==> config.mk <==
export PLATFORM = sky130hd
export DESIGN_NAME = mips_multicycle_control
export DESIGN_NICKNAME = d
export VERILOG_FILES = /design/src/rtl/mips_multicycle_control.sv
export SDC_FILE = /design/constraint.sdc
export NUM_CORES = 1
export LEC_CHECK = 0
export ABC_AREA = 1
export CORE_MARGIN = 3
export CORE_UTILIZATION = 47
export CTS_CLUSTER_SIZE = 24
export DETAILED_ROUTE_END_ITERATION = 8
export PLACE_DENSITY = 0.92
export SLEW_MARGIN = 20
export SYNTH_ARGS = -nofsm -noshare
export SYNTH_HDL_FRONTEND = slang
export SYNTH_SLANG_ARGS = --single-unit
==> constraint.sdc <==
create_clock -name i_clk -period 3.1 [get_ports i_clk]
set_input_delay 0.62 -clock i_clk [delete_from_list [all_inputs] [get_ports i_clk]]
set_output_delay 0.62 -clock i_clk [all_outputs]
set_load 0.005 [all_outputs]
==> src/rtl/mips_multicycle_control.sv <==
// Main control FSM for the multicycle MIPS datapath.
// Each instruction is walked through fetch, decode, execute, memory and
// writeback. Datapath enables are a Moore decode of the state and are held
// in flops that load the decode of the next state, so they always match o_state.
//
// state        | meaning
// -------------+-------------------------------------------------------
// FETCH   (0)  | read instruction, load IR, PC <= PC + 4
// DECODE  (1)  | branch target into ALUOut, dispatch on opcode
// MEMADR  (2)  | effective address = A + sign-extended immediate
// MEMRD   (3)  | read data memory at ALUOut
// MEMWB   (4)  | write MDR into rt
// MEMWR   (5)  | write B to data memory at ALUOut
// EXEC    (6)  | R-type ALU operation on A, B
// ALUWB   (7)  | write ALUOut into rd
// BRANCH  (8)  | compare A, B; PC <= ALUOut if equal
// JUMP    (9)  | PC <= jump target
// ADDIEX  (10) | A + sign-extended immediate
// ADDIWB  (11) | write ALUOut into rt
// 12..15       | unreachable; outputs zero, return to FETCH

module mips_multicycle_control #(
  parameter logic [5:0] OP_RTYPE = 6'b000000,
  parameter logic [5:0] OP_LW    = 6'b100011,
  parameter logic [5:0] OP_SW    = 6'b101011,
  parameter logic [5:0] OP_BEQ   = 6'b000100,
  parameter logic [5:0] OP_J     = 6'b000010,
  parameter logic [5:0] OP_ADDI  = 6'b001000
) (
  input  logic       i_clk,
  input  logic       i_rst,
  input  logic [5:0] i_opcode,
  output logic       o_pcWrite,
  output logic       o_pcWriteCond,
  output logic       o_iorD,
  output logic       o_memRead,
  output logic       o_memWrite,
  output logic       o_irWrite,
  output logic       o_memToReg,
  output logic       o_regDst,
  output logic       o_regWrite,
  output logic       o_aluSrcA,
  output logic [1:0] o_aluSrcB,
  output logic [1:0] o_aluOp,
  output logic [1:0] o_pcSource,
  output logic [3:0] o_state
);

  typedef enum logic [3:0] {
    S_FETCH  = 4'd0,
    S_DECODE = 4'd1,
    S_MEMADR = 4'd2,
    S_MEMRD  = 4'd3,
    S_MEMWB  = 4'd4,
    S_MEMWR  = 4'd5,
    S_EXEC   = 4'd6,
    S_ALUWB  = 4'd7,
    S_BRANCH = 4'd8,
    S_JUMP   = 4'd9,
    S_ADDIEX = 4'd10,
    S_ADDIWB = 4'd11
  } state_t;

  typedef struct packed {
    logic       pc_write;
    logic       pc_write_cond;
    logic       ior_d;
    logic       mem_read;
    logic       mem_write;
    logic       ir_write;
    logic       mem_to_reg;
    logic       reg_dst;
    logic       reg_write;
    logic       alu_src_a;
    logic [1:0] alu_src_b;
    logic [1:0] alu_op;
    logic [1:0] pc_source;
  } ctrl_t;

  state_t state_q, state_d;
  ctrl_t  ctrl_q, ctrl_d;

  // Control point values for a given state; anything not set stays 0.
  function automatic ctrl_t decode_ctrl(input state_t s);
    ctrl_t c;
    c = '0;
    case (s)
      S_FETCH: begin
        c.mem_read  = 1'b1;
        c.ir_write  = 1'b1;
        c.alu_src_b = 2'b01;
        c.alu_op    = 2'b00;
        c.pc_write  = 1'b1;
        c.pc_source = 2'b00;
      end
      S_DECODE: begin
        c.alu_src_b = 2'b11;
        c.alu_op    = 2'b00;
      end
      S_MEMADR, S_ADDIEX: begin
        c.alu_src_a = 1'b1;
        c.alu_src_b = 2'b10;
        c.alu_op    = 2'b00;
      end
      S_MEMRD: begin
        c.mem_read = 1'b1;
        c.ior_d    = 1'b1;
      end
      S_MEMWB: begin
        c.reg_write  = 1'b1;
        c.mem_to_reg = 1'b1;
      end
      S_MEMWR: begin
        c.mem_write = 1'b1;
        c.ior_d     = 1'b1;
      end
      S_EXEC: begin
        c.alu_src_a = 1'b1;
        c.alu_src_b = 2'b00;
        c.alu_op    = 2'b10;
      end
      S_ALUWB: begin
        c.reg_write = 1'b1;
        c.reg_dst   = 1'b1;
      end
      S_BRANCH: begin
        c.alu_src_a     = 1'b1;
        c.alu_src_b     = 2'b00;
        c.alu_op        = 2'b01;
        c.pc_write_cond = 1'b1;
        c.pc_source     = 2'b01;
      end
      S_JUMP: begin
        c.pc_write  = 1'b1;
        c.pc_source = 2'b10;
      end
      S_ADDIWB: begin
        c.reg_write = 1'b1;
      end
      default: c = '0;
    endcase
    return c;
  endfunction

  // Next-state selection; opcode is only consulted in DECODE and MEMADR.
  always_comb begin
    state_d = S_FETCH;
    case (state_q)
      S_FETCH: state_d = S_DECODE;
      S_DECODE: begin
        if (i_opcode == OP_LW || i_opcode == OP_SW) state_d = S_MEMADR;
        else if (i_opcode == OP_RTYPE)               state_d = S_EXEC;
        else if (i_opcode == OP_BEQ)                 state_d = S_BRANCH;
        else if (i_opcode == OP_J)                   state_d = S_JUMP;
        else if (i_opcode == OP_ADDI)                state_d = S_ADDIEX;
        else                                         state_d = S_FETCH;
      end
      S_MEMADR: begin
        // Opcode is stable here; anything other than lw/sw is abandoned.
        if (i_opcode == OP_LW)      state_d = S_MEMRD;
        else if (i_opcode == OP_SW) state_d = S_MEMWR;
        else                        state_d = S_FETCH;
      end
      S_MEMRD:  state_d = S_MEMWB;
      S_EXEC:   state_d = S_ALUWB;
      S_ADDIEX: state_d = S_ADDIWB;
      default:  state_d = S_FETCH;
    endcase
  end

  // Outputs are loaded with the decode of the state being entered.
  always_comb begin
    ctrl_d = decode_ctrl(state_d);
  end

  // State and output registers; reset lands in FETCH with its outputs.
  always_ff @(posedge i_clk) begin
    if (i_rst) begin
      state_q <= S_FETCH;
      ctrl_q  <= decode_ctrl(S_FETCH);
    end else begin
      state_q <= state_d;
      ctrl_q  <= ctrl_d;
    end
  end

  assign o_pcWrite     = ctrl_q.pc_write;
  assign o_pcWriteCond = ctrl_q.pc_write_cond;
  assign o_iorD        = ctrl_q.ior_d;
  assign o_memRead     = ctrl_q.mem_read;
  assign o_memWrite    = ctrl_q.mem_write;
  assign o_irWrite     = ctrl_q.ir_write;
  assign o_memToReg    = ctrl_q.mem_to_reg;
  assign o_regDst      = ctrl_q.reg_dst;
  assign o_regWrite    = ctrl_q.reg_write;
  assign o_aluSrcA     = ctrl_q.alu_src_a;
  assign o_aluSrcB     = ctrl_q.alu_src_b;
  assign o_aluOp       = ctrl_q.alu_op;
  assign o_pcSource    = ctrl_q.pc_source;
  assign o_state       = state_q;

endmodule

==> flow_summary.yaml, run 1 <==
routing:
  vias_per_cell: 5.03
  postRouteAntennaNets: 0
  drt_wl_total_um: 1950
  avgRoutedWirePerCell_um: 11.3
  drc: 0
  drt_iter0_markers: 41
  vias: 865
  first_pass_iters: 4
synth:
  synth-xor-area-share_pct: 0
  syn_avg_cell_area_um2: 7.18
  synth_cell_types: 19
  synthAdderAreaFrac_pct: 0
  synth_mux_area_share_pct: 0
  synth-seq-cells: 19
  yosysSeqAreaShare_pct: 44.9
  yosysWarningCount: 0
  synth_top_family_by_area: "simple AND/OR/NAND/NOR gates"
  synthCells: 118
  synth-simple-area-share_pct: 40.8
  syn_nets: 126
  netlist_area_um2: 847
  synth_compound_area_share_pct: 3.69
finish:
  stdcell_count: 172
  drive_gt1_share_pct: 14.2
  post-route-util_pct: 73.2
  fin_area_mm2: 0.00117
  syn_to_final_growth_pct: 37.8
  nets: 157
  final_common_cell: "clkdlybuf4s50_1"
  n_antenna_cell: 0
  final_cell_mix: "27 x clkdlybuf4s50_1, 20 x nor2_1, 20 x nand2_1"
global_routing:
  grt_overflow: 0
  grt_pass1_vias: 773
  antenna_found_initial: 0
  grt_max_degree: 12
  grt_usage_pct: 16.6
  grt_pass1_wl_um: 3170
pwr:
  p_leak_uw: 0.000569
  power_density_mw_per_mm2: 377
  sequentialPowerShare_pct: 57.8
  p_comb_share_pct: 14.3
  p_int_uw: 330
  clkPwrFrac_pct: 27.9
  switching_share_pct: 24.9
  max-vdd-ir-drop_mv: 0.276
  p_switching_uw: 110
critical_path:
  timing.critical_path.mode_cell: "nand3_1"
  end_kind: "register"
  critPathBufInv: 2
  cp.arrival_ps: 2130
  crit_path_start_kind: "input pin"
  required_ps: 3280
  worstReg2RegEnd: "o_aluSrcA"
  r2r_slack_ps: 1620
  critPathKind: "in2reg"
  r2r-start: "o_state[1]"
  cp_top_family: "simple AND/OR/NAND/NOR gates"
  rr_worst_depth: 9
  slowest_delay_ps: 530
  crit_cells: 10
  cpMaxStageDelayCell: "clkdlybuf4s50_1"
  path_cells: "clkdlybuf4s50_1, inv_1, nor2_1, nand3_1, nand2_1, nand2_1, nand3_4, nor2_1, nand3_1, nand3_1"
  crit_fanout: 6
clock_tree:
  worst_skew_pair.late_latency_ps: 290
  cts_resized: 0
  htreeDepth: 1
  cts_tree: "done"
  cts.clk_slew.worst_paths_ps: 110
  cts.sinks: 19
  post_cts_buffers: 0
  cts_hold_buf: 0
  clockBufferDepth: 2
  cts-root-buf: "clkbuf_4"
  cts_buffers: 3
placed_design:
  port_buffers: 27
  gp_congestion: 0.836
  place_area_mm2: 0.00114
  dpl.cell_count: 168
  dpl.hpwl_um: 1580
min_path:
  min_to: "o_regDst"
  worstHoldPathCells: 2
  hp-class: "reg2reg"
  holdCritStartpoint: "o_state[2]"
timing:
  relSlewSlack_pct: 81.3
  post-route-period-util_pct: 62.8
  clock_skew_ps: 6.97
  hold_viol: 0
  fmax_mhz: 514
  min_period_ps: 1950
  tightest_slew_ps: 278
  rsz0062_at_grt: "no"
  slew_violations: 0
  setup_violations: 0
  holdWs_ps: 545
  fin_setup_tns_ps: 0
floorplanning:
  core_region_area_mm2: 0.00159
  die_area_mm2: 0.00235
  ioPinCount: 28
  rows: 14
  die_y_um: 48.5
  start_util_pct: 53.1
  die_w_um: 48.5
status:
  status: "completed"
run:
  drv_cap: 0
-- final cells by class --
cell class,count,area [µm²]
Fill cell,113,427
Sequential cell,19,380
Multi-Input combinational cell,76,377
Timing Repair Buffer,27,270
Inverter,22,82.6
Tap cell,24,30.0
Clock buffer,3,22.5
Clock inverter,1,5.00
-- power groups by stage --
stage / combinational (µW) / clock (µW) / sequential (µW)
final: 63.0 / 123 / 254
after global routing: 67.7 / 137 / 255
after global placement: 59.8 / 0 / 260
after detailed placement: 62.0 / 0 / 260
after floorplan: 29.2 / 0 / 261
after CTS: 62.5 / 126 / 254
-- how the worst max path moves through the flow --
stage                           start          to  slack [ps]
final                     i_opcode[3]   o_aluSrcA        1150
after global routing      i_opcode[3]   o_aluSrcA        1070
after CTS                  o_state[1]  o_state[1]        1180
after detailed placement  i_opcode[3]   o_aluSrcA         860
after global placement    i_opcode[3]   o_memRead        1010
after floorplan           i_opcode[5]   o_pcWrite        1600
-- registers in the layout, indices dropped and copies added, names as in the netlist --
register,cells
o_aluOp,2
o_aluSrcA,1
o_aluSrcB,2
o_iorD,1
o_irWrite,1
o_memRead,1
o_memToReg,1
o_memWrite,1
o_pcSource,1
o_pcWrite,1
o_pcWriteCond,1
o_regDst,1
o_regWrite,1
o_state,4
-- routing by layer --
layer  track usage (%)  part of all wire [%]
met1              19.7                    40
met2              30.3                    49
met3              3.99                   9.0
met4              3.32                   1.1
met5                 0                     0
-- cell usage after synthesis (all sizes together) --
| library cell | count | area [µm²] |
|---|---|---|
| nand2 | 24 | 100 |
| nor2 | 24 | 105 |
| inv | 21 | 78.8 |
| nand3 | 21 | 123 |
| dfxtp | 19 | 380 |
| a21oi | 2 | 10.0 |
| o21ai | 2 | 13.8 |
| buf | 1 | 7.51 |
| clkinv | 1 | 3.75 |
| nand3b | 1 | 7.51 |
| nor3 | 1 | 10.0 |
| o21a | 1 | 7.51 |
-- tightest hold or removal path: cells and delay by family (launching register included) --
kind / cells / cell delay (ps)
flops: 1 / 350
simple gates: 2 / 170
-- logic make-up after synthesis --
kind of cell | count (synthesis)
buffers and inverters | 23
flip-flops | 19
AND/OR/NAND/NOR | 71
AO/OA/AOI/OAI | 5
-- stage by stage --
stage               total power [µW]  setup slack, ps
floorplan                        290             1600
global placement                 320             1010
detailed placement               322              863
CTS                              443             1180
global route                     459             1070
finish                           440             1150
Power figures use the tool's default switching activity.
==> run 2: changes to the inputs <==
- CORE_UTILIZATION: 47 -> 44
- PLACE_DENSITY: 0.92 -> 0.87
- clock period: 3.1 -> 1.8 ns (I/O delays scaled with it)
==> run 2 against run 1 <==
  * Sequential power up 72%
  * Combinational power up 76%
  * Register-to-register slack worse by 1300 ps
  * Via count down 6.0%
  * Clock power up 70%
  * Final cell count up 2.9%
  * Global-route usage up 1.2 points
  * Core utilization down 5.3 points
  * Power up 72%
  * Setup slack worse by 1000 ps
  * Largest cell class unchanged
  * Hold slack worse by 18 ps
==> flow_summary.yaml, run 2 (synthesized netlist as in run 1, its figures left out) <==
floorplanning:
  die_y_um: 49.9
  die_w_um: 49.9
  ioPinCount: 28
  rows: 15
  die_area_mm2: 0.00249
  start_util_pct: 48.0
  core_region_area_mm2: 0.00176
routing:
  drt_iter0_markers: 19
  first_pass_iters: 4
  vias_per_cell: 4.59
  postRouteAntennaNets: 0
  avgRoutedWirePerCell_um: 10.4
  vias: 813
  drt_wl_total_um: 1840
  drc: 0
min_path:
  worstHoldPathCells: 2
  min_to: "o_regDst"
  hp-class: "reg2reg"
  holdCritStartpoint: "o_state[2]"
finish:
  nets: 161
  n_antenna_cell: 0
  final_common_cell: "clkdlybuf4s50_1"
  final_cell_mix: "27 x clkdlybuf4s50_1, 20 x nor2_1, 20 x nand2_1"
  syn_to_final_growth_pct: 41.5
  drive_gt1_share_pct: 16.4
  post-route-util_pct: 67.9
  largest_register_ffs: 4
  fin_area_mm2: 0.00120
global_routing:
  top_usage_layer: "met2"
  grt_overflow: 0
  grt_use_met3_pct: 3.93
  grt_use_met2_pct: 30.2
  grt_max_degree: 12
  grt_usage_pct: 17.8
  grt_use_met1_pct: 21.0
  grt_pass1_wl_um: 3370
  grt_pass1_vias: 787
  antenna_found_initial: 0
timing:
  slew_violations: 0
  relSlewSlack_pct: 82.1
  tightest_slew_ps: 269
  rsz0062_at_grt: "no"
  setup_violations: 0
  min_period_ps: 1650
  clock_skew_ps: 10.2
  fmax_mhz: 606
  hold_viol: 0
  post-route-period-util_pct: 91.7
clock_tree:
  cts_buffers: 3
  cts_resized: 0
  cts-root-buf: "clkbuf_4"
  cts.sinks: 19
  worst_skew_pair.late_latency_ps: 300
  post_cts_buffers: 0
  clockBufferDepth: 2
  cts.clk_slew.worst_paths_ps: 110
  cts_tree: "done"
  htreeDepth: 1
  cts_hold_buf: 0
critical_path:
  rr_worst_depth: 7
  crit_path_start_kind: "register"
  crit_fanout: 6
  critPathKind: "reg2out"
  r2r-start: "o_state[0]"
  end_kind: "output port"
  crit_cells: 1
  cp.arrival_ps: 1290
  required_ps: 1440
  path_cells: "clkdlybuf4s50_1"
  cpMaxStageDelayCell: "clkdlybuf4s50_1"
  cp_top_family: "buffers and inverters"
  cp-startpoint: "o_state[1]"
  worstReg2RegEnd: "o_memRead"
  r2r_slack_ps: 360
  slowest_delay_ps: 550
  critPathBufInv: 1
pwr:
  p_switching_uw: 185
  switching_share_pct: 24.4
  clkPwrFrac_pct: 27.6
  p_comb_share_pct: 14.6
  p_int_uw: 573
  sequentialPowerShare_pct: 57.8
  max-vdd-ir-drop_mv: 0.512
  p_leak_uw: 0.000589
  power_density_mw_per_mm2: 633
run:
  drv_cap: 0
placed_design:
  place_area_mm2: 0.00117
  dpl.hpwl_um: 1520
  port_buffers: 27
  gp_congestion: 0.805
status:
  status: "completed"
-- run 2: worst max-delay path by stage --
stage                            end
after CTS                 o_state[1]
after detailed placement   o_memRead
after global routing       o_aluSrcA
final                     o_state[1]
after floorplan            o_pcWrite
after global placement     o_memRead
-- run 2: power by group through the flow --
stage,Clock [µW],Combinational [µW],Sequential [µW]
finish,209,111,438
global route,240,123,441
CTS,214,111,439
detailed placement,0,111,449
global placement,0,108,448
floorplan,0,50.4,450
-- run 2: area by class of cell --
| cell class | instances | area, µm² |
|---|---|---|
| inverters | 22 | 82.6 |
| fillers | 150 | 566 |
| clock inverters | 1 | 5.00 |
| well taps | 25 | 31.3 |
| repair buffers | 31 | 300 |
| clock buffers | 3 | 22.5 |
| flip-flops and latches | 19 | 380 |
| multi-input cells | 76 | 377 |
-- run 2: worst reg2reg max path: stages, from the launching register on --
cell and delay (ps):
dfxtp_1 430, inv_2 80, nor3_2 260, nand2_1 110, nand3_1 180, nor2_1 80
nand2_2 90, nand3b_1 80
-- run 2: metrics by stage --
stage	power (µW)	instances	TNS, ps	setup slack, ps	hold slack, ps
3_5_place_dp	559	173	-655	-94.1	530
6_report	758	177	0	149	528
2_1_floorplan	500	118	0	540	429
3_3_place_gp	555	173	-67.6	-24.7	522
4_1_cts	764	177	0	147	538
5_1_grt	804	177	0	42.9	576
-- run 2: per-layer routing --
layer | up-vias | part of all wire [%]
li1 | 432 | -
met1 | 355 | 43
met2 | 22 | 50
met3 | 4 | 4.7
met4 | 0 | 1.9
met5 | - | 0
